### src/rtl/rrf_free_list_pkg.sv
// Shared sizes and types for the retirement register file and its physical-register free list.
package rrf_free_list_pkg;
  localparam int NUM_ARCH_REG = 32;
  localparam int NUM_PHYS_REG = 64;
  localparam int ARCH_IDX_W   = $clog2(NUM_ARCH_REG);
  localparam int PHYS_IDX_W   = $clog2(NUM_PHYS_REG);
  localparam int FL_DEPTH     = NUM_PHYS_REG - NUM_ARCH_REG;
  localparam int FL_IDX_W     = $clog2(FL_DEPTH);
  localparam int FL_PTR_W     = FL_IDX_W + 1;

  typedef logic [ARCH_IDX_W-1:0] ARCH_REG_IDX;
  typedef logic [PHYS_IDX_W-1:0] PHYS_REG_IDX;

  typedef struct packed {
    logic        valid;
    ARCH_REG_IDX rd;
    PHYS_REG_IDX pd;
  } commit_entry_t;
endpackage

### src/rtl/rrf_free_list_fifo.sv
// Circular free list: one pop, up to two pushes per cycle, and a retire pointer that
// head can be restored to on a flush. Pointers carry an extra wrap bit.
module rrf_free_list_fifo
  import rrf_free_list_pkg::*;
(
  input  logic                  clk,
  input  logic                  rst,
  input  logic                  pop_i,
  input  logic                  restore_i,
  input  logic [1:0]            push_vld_i,
  input  logic [PHYS_IDX_W-1:0] push_pd_i [2],
  output logic [PHYS_IDX_W-1:0] head_pd_o,
  output logic                  empty_o,
  output logic [FL_PTR_W-1:0]   count_o
);
  logic [PHYS_IDX_W-1:0] fl_q [FL_DEPTH];
  logic [FL_PTR_W-1:0]   head_q, head_d, retire_q, retire_d, tail_q, tail_d;
  logic [FL_IDX_W-1:0]   tail1_idx;
  logic [FL_PTR_W:0]     count_after0;
  logic                  push0_ok, push1_ok;

  assign count_o   = tail_q - head_q;
  assign empty_o   = (tail_q == head_q);
  assign head_pd_o = fl_q[head_q[FL_IDX_W-1:0]];

  // A push into a full list is dropped; register conservation means it never happens.
  always_comb begin
    push0_ok     = push_vld_i[0] && (count_o != FL_PTR_W'(FL_DEPTH));
    count_after0 = {1'b0, count_o} + (FL_PTR_W+1)'(push0_ok);
    push1_ok     = push_vld_i[1] && (count_after0 < (FL_PTR_W+1)'(FL_DEPTH));
    tail1_idx    = tail_q[FL_IDX_W-1:0] + FL_IDX_W'(push0_ok);
    tail_d       = tail_q + FL_PTR_W'(push0_ok) + FL_PTR_W'(push1_ok);
    retire_d     = retire_q + FL_PTR_W'(push0_ok) + FL_PTR_W'(push1_ok);
    head_d       = restore_i ? retire_d : head_q + FL_PTR_W'(pop_i);
  end

  always_ff @(posedge clk) begin
    if (rst) begin
      head_q   <= '0;
      retire_q <= '0;
      tail_q   <= FL_PTR_W'(FL_DEPTH);
      for (int k = 0; k < FL_DEPTH; k++) fl_q[k] <= PHYS_IDX_W'(NUM_ARCH_REG + k);
    end else begin
      head_q   <= head_d;
      retire_q <= retire_d;
      tail_q   <= tail_d;
      if (push0_ok) fl_q[tail_q[FL_IDX_W-1:0]] <= push_pd_i[0];
      if (push1_ok) fl_q[tail1_idx] <= push_pd_i[1];
    end
  end
endmodule

### src/rtl/rrf_free_list.sv
// Retirement register file fused with the physical-register free list.
// Optional FREE_LIST_BYPASS_EN: an empty list may hand out lane0's freed register the same cycle.
module rrf_free_list
  import rrf_free_list_pkg::*;
(
  input  logic                  clk,
  input  logic                  rst,
  input  logic                  alloc_req,
  output logic                  alloc_valid,
  output logic [PHYS_IDX_W-1:0] alloc_pd,
  input  logic [1:0]            commit_valid,
  input  logic [ARCH_IDX_W-1:0] commit_rd [2],
  input  logic [PHYS_IDX_W-1:0] commit_pd [2],
  input  logic                  branch_mispredict,
  output logic [PHYS_IDX_W-1:0] rrf_table [NUM_ARCH_REG],
  output logic [FL_PTR_W-1:0]   free_count
);
  logic [PHYS_IDX_W-1:0] rrf_q [NUM_ARCH_REG];
  commit_entry_t         lane [2];
  logic [PHYS_IDX_W-1:0] old_pd [2];
  logic [PHYS_IDX_W-1:0] fifo_pd;
  logic                  fifo_empty, pop;

  always_comb begin
    for (int l = 0; l < 2; l++) begin
      lane[l].valid = commit_valid[l] && (commit_rd[l] != '0);
      lane[l].rd    = commit_rd[l];
      lane[l].pd    = commit_pd[l];
    end
  end

  // Lane1 retiring the same rd as lane0 overwrites lane0's mapping, not the registered one.
  always_comb begin
    old_pd[0] = rrf_q[lane[0].rd];
    old_pd[1] = (lane[0].valid && (lane[0].rd == lane[1].rd)) ? lane[0].pd : rrf_q[lane[1].rd];
    rrf_table = rrf_q;
    for (int l = 0; l < 2; l++)
      if (lane[l].valid) rrf_table[lane[l].rd] = lane[l].pd;
  end

`ifdef FREE_LIST_BYPASS_EN
  assign alloc_valid = !fifo_empty || lane[0].valid;
  assign alloc_pd    = fifo_empty ? old_pd[0] : fifo_pd;
`else
  assign alloc_valid = !fifo_empty;
  assign alloc_pd    = fifo_pd;
`endif

  assign pop = alloc_req && alloc_valid && !branch_mispredict;

  rrf_free_list_fifo u_fifo (
    .clk       (clk),
    .rst       (rst),
    .pop_i     (pop),
    .restore_i (branch_mispredict),
    .push_vld_i({lane[1].valid, lane[0].valid}),
    .push_pd_i (old_pd),
    .head_pd_o (fifo_pd),
    .empty_o   (fifo_empty),
    .count_o   (free_count)
  );

  always_ff @(posedge clk) begin
    if (rst) begin
      for (int i = 0; i < NUM_ARCH_REG; i++) rrf_q[i] <= PHYS_IDX_W'(i);
    end else begin
      rrf_q <= rrf_table;
    end
  end
endmodule

### config.mk
export PLATFORM = sky130hd
export DESIGN_NAME = rrf_free_list
export DESIGN_NICKNAME = d
export VERILOG_FILES = /design/src/rtl/rrf_free_list_pkg.sv /design/src/rtl/rrf_free_list_fifo.sv /design/src/rtl/rrf_free_list.sv
export SDC_FILE = /design/constraint.sdc
export NUM_CORES = 1
export LEC_CHECK = 0
export ABC_AREA = 1
export CAP_MARGIN = 20
export CELL_PAD_IN_SITES_DETAIL_PLACEMENT = 1
export CELL_PAD_IN_SITES_GLOBAL_PLACEMENT = 2
export CORE_MARGIN = 2
export CORE_UTILIZATION = 33
export CTS_BUF_LIST = sky130_fd_sc_hd__clkbuf_16
export DETAILED_ROUTE_END_ITERATION = 8
export GPL_ROUTABILITY_DRIVEN = 0
export PLACE_DENSITY_LB_ADDON = 0.1
export SKIP_LAST_GASP = 1
export SLEW_MARGIN = 30
export SYNTH_ARGS = -nofsm -noshare
export SYNTH_HDL_FRONTEND = slang
export SYNTH_SLANG_ARGS = --single-unit
export TNS_END_PERCENT = 5
### constraint.sdc
create_clock -name clk -period 5 [get_ports clk]
set_input_delay 0.75 -clock clk [delete_from_list [all_inputs] [get_ports clk]]
set_output_delay 0.75 -clock clk [all_outputs]
set_load 0.01 [all_outputs]
Yosys cells after proc, flatten, opt, wreduce, memory -nomap -nowiden
Memory sizes are Yosys's and may differ from the RTL's. A register that Yosys moved wholly into a read port is not among the register bits.
Index checks and enable logic that the tools add are counted.
- add/sub/neg operators: 8
- order comparisons: 5
- eq/ne operators: 3
- multiplexer cells: 31
- bitwise gates (word level): 2
- reduce and logical (&&, ||, !) cells: 15
- operators with widths (kind ; count):
    $bwmux 192 ; 2
    $mux 192 ; 2
    $bmux 6 s5 ; 2
    $demux 6 s5 ; 2
    $mux 6 ; 10
    $add 6x1->6 ; 5
    $mux 5 ; 3
    $ge 6x6->1 const B ; 2
    $lt 6x1->1 const B ; 2
    $not 5->6 ; 2
    $reduce_or 6->1 ; 2
    $mux 1 ; 10
    $reduce_bool 5->1 ; 2
    $logic_and 1x1->1 ; 9
    $add 6x1->7 ; 1
    $lt 7x6->1 const B ; 1
    $eq 6x6->1 ; 1
    $ne 6x6->1 const B ; 1
    $sub 6x6->6 ; 1
    $add 5x1->5 ; 1
    $eq 5x5->1 ; 1
    $logic_not 1->1 ; 2
- bits in registers: 210
- bits in writable memories: 192
- bits of input ports: 28
- output and inout port bits: 205
- logic and storage cells: 100
- memories: 1
- memory list (memory ; words ; width ; rd ports ; clocked after memory_dff ; write ports ; line ; source):
    u_fifo.fl_q ; 32 ; 6 ; 1 ; 1 ; 32 ; rrf_free_list_fifo.sv:16 ; logic [PHYS_IDX_W-1:0] fl_q [FL_DEPTH];

Longest topological paths before layout
- depth in word-level cells: 11
- mapped depth: 25
- gate-level depth less buffers: 23

Cells and area by module
A second synthesis with hierarchy kept.
- cell total of the unflattened synthesis: 4070
- area total of the unflattened synthesis: 26869.5 µm²
- modules (own cells, without submodules) (module ; instances ; cells each ; area an instance (µm²) ; seq. area each (µm²)):
    rrf_free_list_fifo ; 1 ; 1804 ; 13759.4 ; 6125.9
    rrf_free_list ; 1 ; 2266 ; 13110.1 ; 3843.7

Worst setup path before layout
Ideal clock, no wire load.
- path kind: register -> register
- from: register u_fifo.head_q[1]
- to: memory u_fifo.fl_q[0][0] (netlist bit), enable pin
- setup time: 0.325 ns
- data arrival time: 3.853 ns
- required time: 4.675 ns
- setup slack: 0.823 ns
- cell stages (with the launch flop): 22
- path buffers: 4
- period minus slack after synthesis: 4.177 ns
- cells stage by stage: dfxtp_1 > clkbuf_1 > inv_1 > clkbuf_1 > fa_1 > inv_1 > nand2_1 > a21oi_1 > nand3_1 > nor2_1 > nand2_1 > buf_2 > nand2_1 > inv_1 > ha_1 > ha_1 > nor2_1 > inv_1 > nor2_1 > nand3_1 > buf_2 > nand3_1
- RTL lines (item ; line ; source):
    start: declaration ; rrf_free_list_fifo.sv:17 ; logic [FL_PTR_W-1:0] head_q, head_d, retire_q, retire_d, tail_q, tail_d;
    start signal: assignment ; rrf_free_list_fifo.sv:39 ; head_q <= '0;
    start signal: assignment ; rrf_free_list_fifo.sv:44 ; head_q <= head_d;
    end: declaration ; rrf_free_list_fifo.sv:16 ;

==> summary.md <==
| Metric | Value |
|---|---|
| Worst IR drop on VDD | 0.000231 V |
| PwrDens | 331 nW/um^2 |
| Most frequent cells in the layout | nand2_1, o21ai_0, inv_1, nor2_1, clkdlybuf4s50_1 |
| Final Instance Area | 30400 um^2 |
| Chip Width | 281 um |
| Final Hold Viols | 0 |
| Fin crit period | 4.56 ns |
| Max Cap Viol | 0 |
| FILL cells | 9532 |
| RSZ-0062 raised after global routing | no |
| Least-Margin Pin Slew | 1.07 ns |
| P&R area growth vs syn | 20.3% |
| Total gr overflow | 0 |
| CTS Root Cell | clkbuf_16 |
| Layout net count | 3936 |
| Synth area leaders | edfxtp_1, dfxtp_1, nand2_1, o21ai_0, nor2_1 |
| Commonest non-fill, non-tap cell in the layout | nand2_1 |
| Yosys warning count | 0 |
| Status | completed |
| I/O Pins | 233 |
| Wire length per cell | 26.3 um |
| Total power | 0.0101 W |
| Iteration-0 DRC Markers | 2265 |
| Worst-skew pair later-pin latency | 0.62 ns |
| First-pass DRT Iterations | 8 |
| Required @ worst endpoint | 4.25 ns |
| Fmax | 219 MHz |
| I/O Buffers | 232 |
| Fin Setup TNS | 0 ns |
| Leak | 12.2 nW |
| Clock skew | 0.0269 ns |
| Initial antenna violation count | 7 |
| Worst min path class | flip-flop to flip-flop |
| Starting density of the core | 33.3% |
| Synth Net Count | 3755 |
| Worst path slowest cell | clkdlybuf4s50_1 |
| CTS tree | done |
| DRC | 0 |
| Resized Gates After CTS | 0 |
| Total die area | 78900 um^2 |
| Clock slew at reported path FFs | 0.05 ns |
| Data arrival, critical path | 3.81 ns |
| Synth Register Bits | 402 |
| Crit. End Element | output port |
| Vias per inst | 5.61 |
| Crit path max fanout | 7 |
| Global-route wire length before repair | 190000 um |
| Htree depth | 2 |
| Die Span Y | 281 um |
| Vias in the first global route | 28500 |
| DP Area | 28800 um^2 |
| Post-DP HPWL | 93800 um |
| Synth unique cells | 42 |
| GR Util All Layers | 32.6% |
| Final ANT Viol Nets | 0 |
| Crit path cell chain | clkdlybuf4s50_1 -> inv_2 -> nand3_1 -> nor2_2 -> inv_1 -> o21ai_0 -> clkdlybuf4s50_1 |
| Mean Syn Cell Area | 6.81 um^2 |
| Row count | 101 |
| # Post-CTS Setup Buffers | 0 |
| Hold buffer count at cts | 0 |
| Cell family with the largest share of critical-path delay | buffers and inverters |
| Critical path buffer and inverter count | 4 |
| Final Setup Violations | 0 |
| Largest net degree at the start of global routing | 83 |
| Synth Cell Area | 25300 um^2 |
| Share of cells above drive strength 1 | 8.28% |
| Max-slew violations | 0 |
| Post-synth top area cell | edfxtp_1 |
| Inserted Clock Buffers | 51 |
| Fin crit share | 91.3% |
| Final WL | 131000 um |
| Setup Crit Path Kind | input port to output port |
| Synth top area share | 22.8% |
| Slowest stage delay, CP | 0.70 ns |
| Max Buffers Root-to-Sink | 3 |
| Syn Inst Count | 3713 |
| Via count | 27900 |
| Sequential cell area | 9970 um^2 |
| Max_slew headroom | 28.4% |
| Sequential area share after synthesis | 39.4% |
| Core area | 75900 um^2 |
| Most frequent CP cell | clkdlybuf4s50_1 |
| Multi-input logic area | 12900 um^2 |
| CP startpoint kind | input port |
| CTS sink cnt | 402 |
[cell usage after synthesis (all sizes together)]
cell type     n
xor2          8
nand2      1009
nor2        356
xnor2         4
fa            3
dfxtp       210
or2          41
edfxtp      192
nor3         18
buf          84
clkbuf      136
nand4        94
a21oi       171
o21bai        3
and2         48
a22oi        14
o211ai       49
clkinv       14
o221ai        5
o22ai        52
a211oi        3
inv         352
nand3       190
nor4          1
ha           11
o21ai       645
[through the flow]
step / utilization (%) / hold WS, ns / setup slack (ns) / std cells
after floorplan: - / 0.428 / 0.823 / 3713
after global placement: 38.0 / 0.466 / 0.518 / 4871
after detailed placement: 38.0 / 0.488 / 0.440 / 4871
after CTS: 40.1 / 0.498 / 0.490 / 4965
after global routing: 40.1 / 0.529 / 0.114 / 4965
final: 40.1 / 0.502 / 0.437 / 4967
[sequential cells by signal (all words and copies together) (netlist names)]
signal / cells
u_fifo.head_q: 6
u_fifo.fl_q: 192
rrf_q: 192
u_fifo.tail_q: 6
u_fifo.retire_q: 6
[cell type report]
| cell class | count | area share [%] |
|---|---|---|
| diodes | 2 | 0.0165 |
| clock buffers | 52 | 4.28 |
| clock inverters | 42 | 0.905 |
| inverters | 366 | 4.54 |
| multi-input cells | 2725 | 42.5 |
| flip-flops and latches | 402 | 32.8 |
| well taps | 1030 | 4.24 |
| repair buffers | 348 | 10.8 |
[report_power, final]
part           internal (W)  leakage (nW)  switching (W)
logic              0.000783          8.08        0.00204
registers           0.00357          3.29      0.0000842
clock network       0.00203         0.842        0.00157
[tightest hold or removal path, stage by stage (launching register included)]
cell and delay [ns]:
dfxtp_1 0.36, inv_1 0.07, nor2_1 0.03
[routing by layer]
layer / part of all wire (%) / routed length [um] / GRT usage, % / up-vias
met3: 5.6 / 7340 / 4.61 / 345
met4: 5.5 / 7190 / 16.5 / 10
li1: - / - / - / 12700
met2: 49 / 63800 / 56.9 / 1047
met1: 40 / 52300 / 38.9 / 13800
met5: 0.054 / 71 / 0 / -
[kinds of logic after synthesis]
| kind of cell | share of synthesized area [%] |
|---|---|
| DFF | 39.4 |
| adders and majority gates | 0.782 |
| and+or+nand+nor | 30.2 |
| xor gates and xnor gates | 0.416 |
| AOI/OAI and AO/OA | 19.7 |
| buffers and inverters | 9.51 |
[path summary, 6_finish.rpt]
check,depth (start not counted),startpoint,end,slack (ns)
min reg2reg,2,rrf_q[186],rrf_q[186],0.50
max reg2reg,21,u_fifo.tail_q[0],u_fifo.fl_q[10][1],0.50
max,7,commit_rd[3],rrf_table[70],0.44
min,2,rrf_q[186],rrf_q[186],0.50
Note: power is estimated with default switching activity, not from simulation.
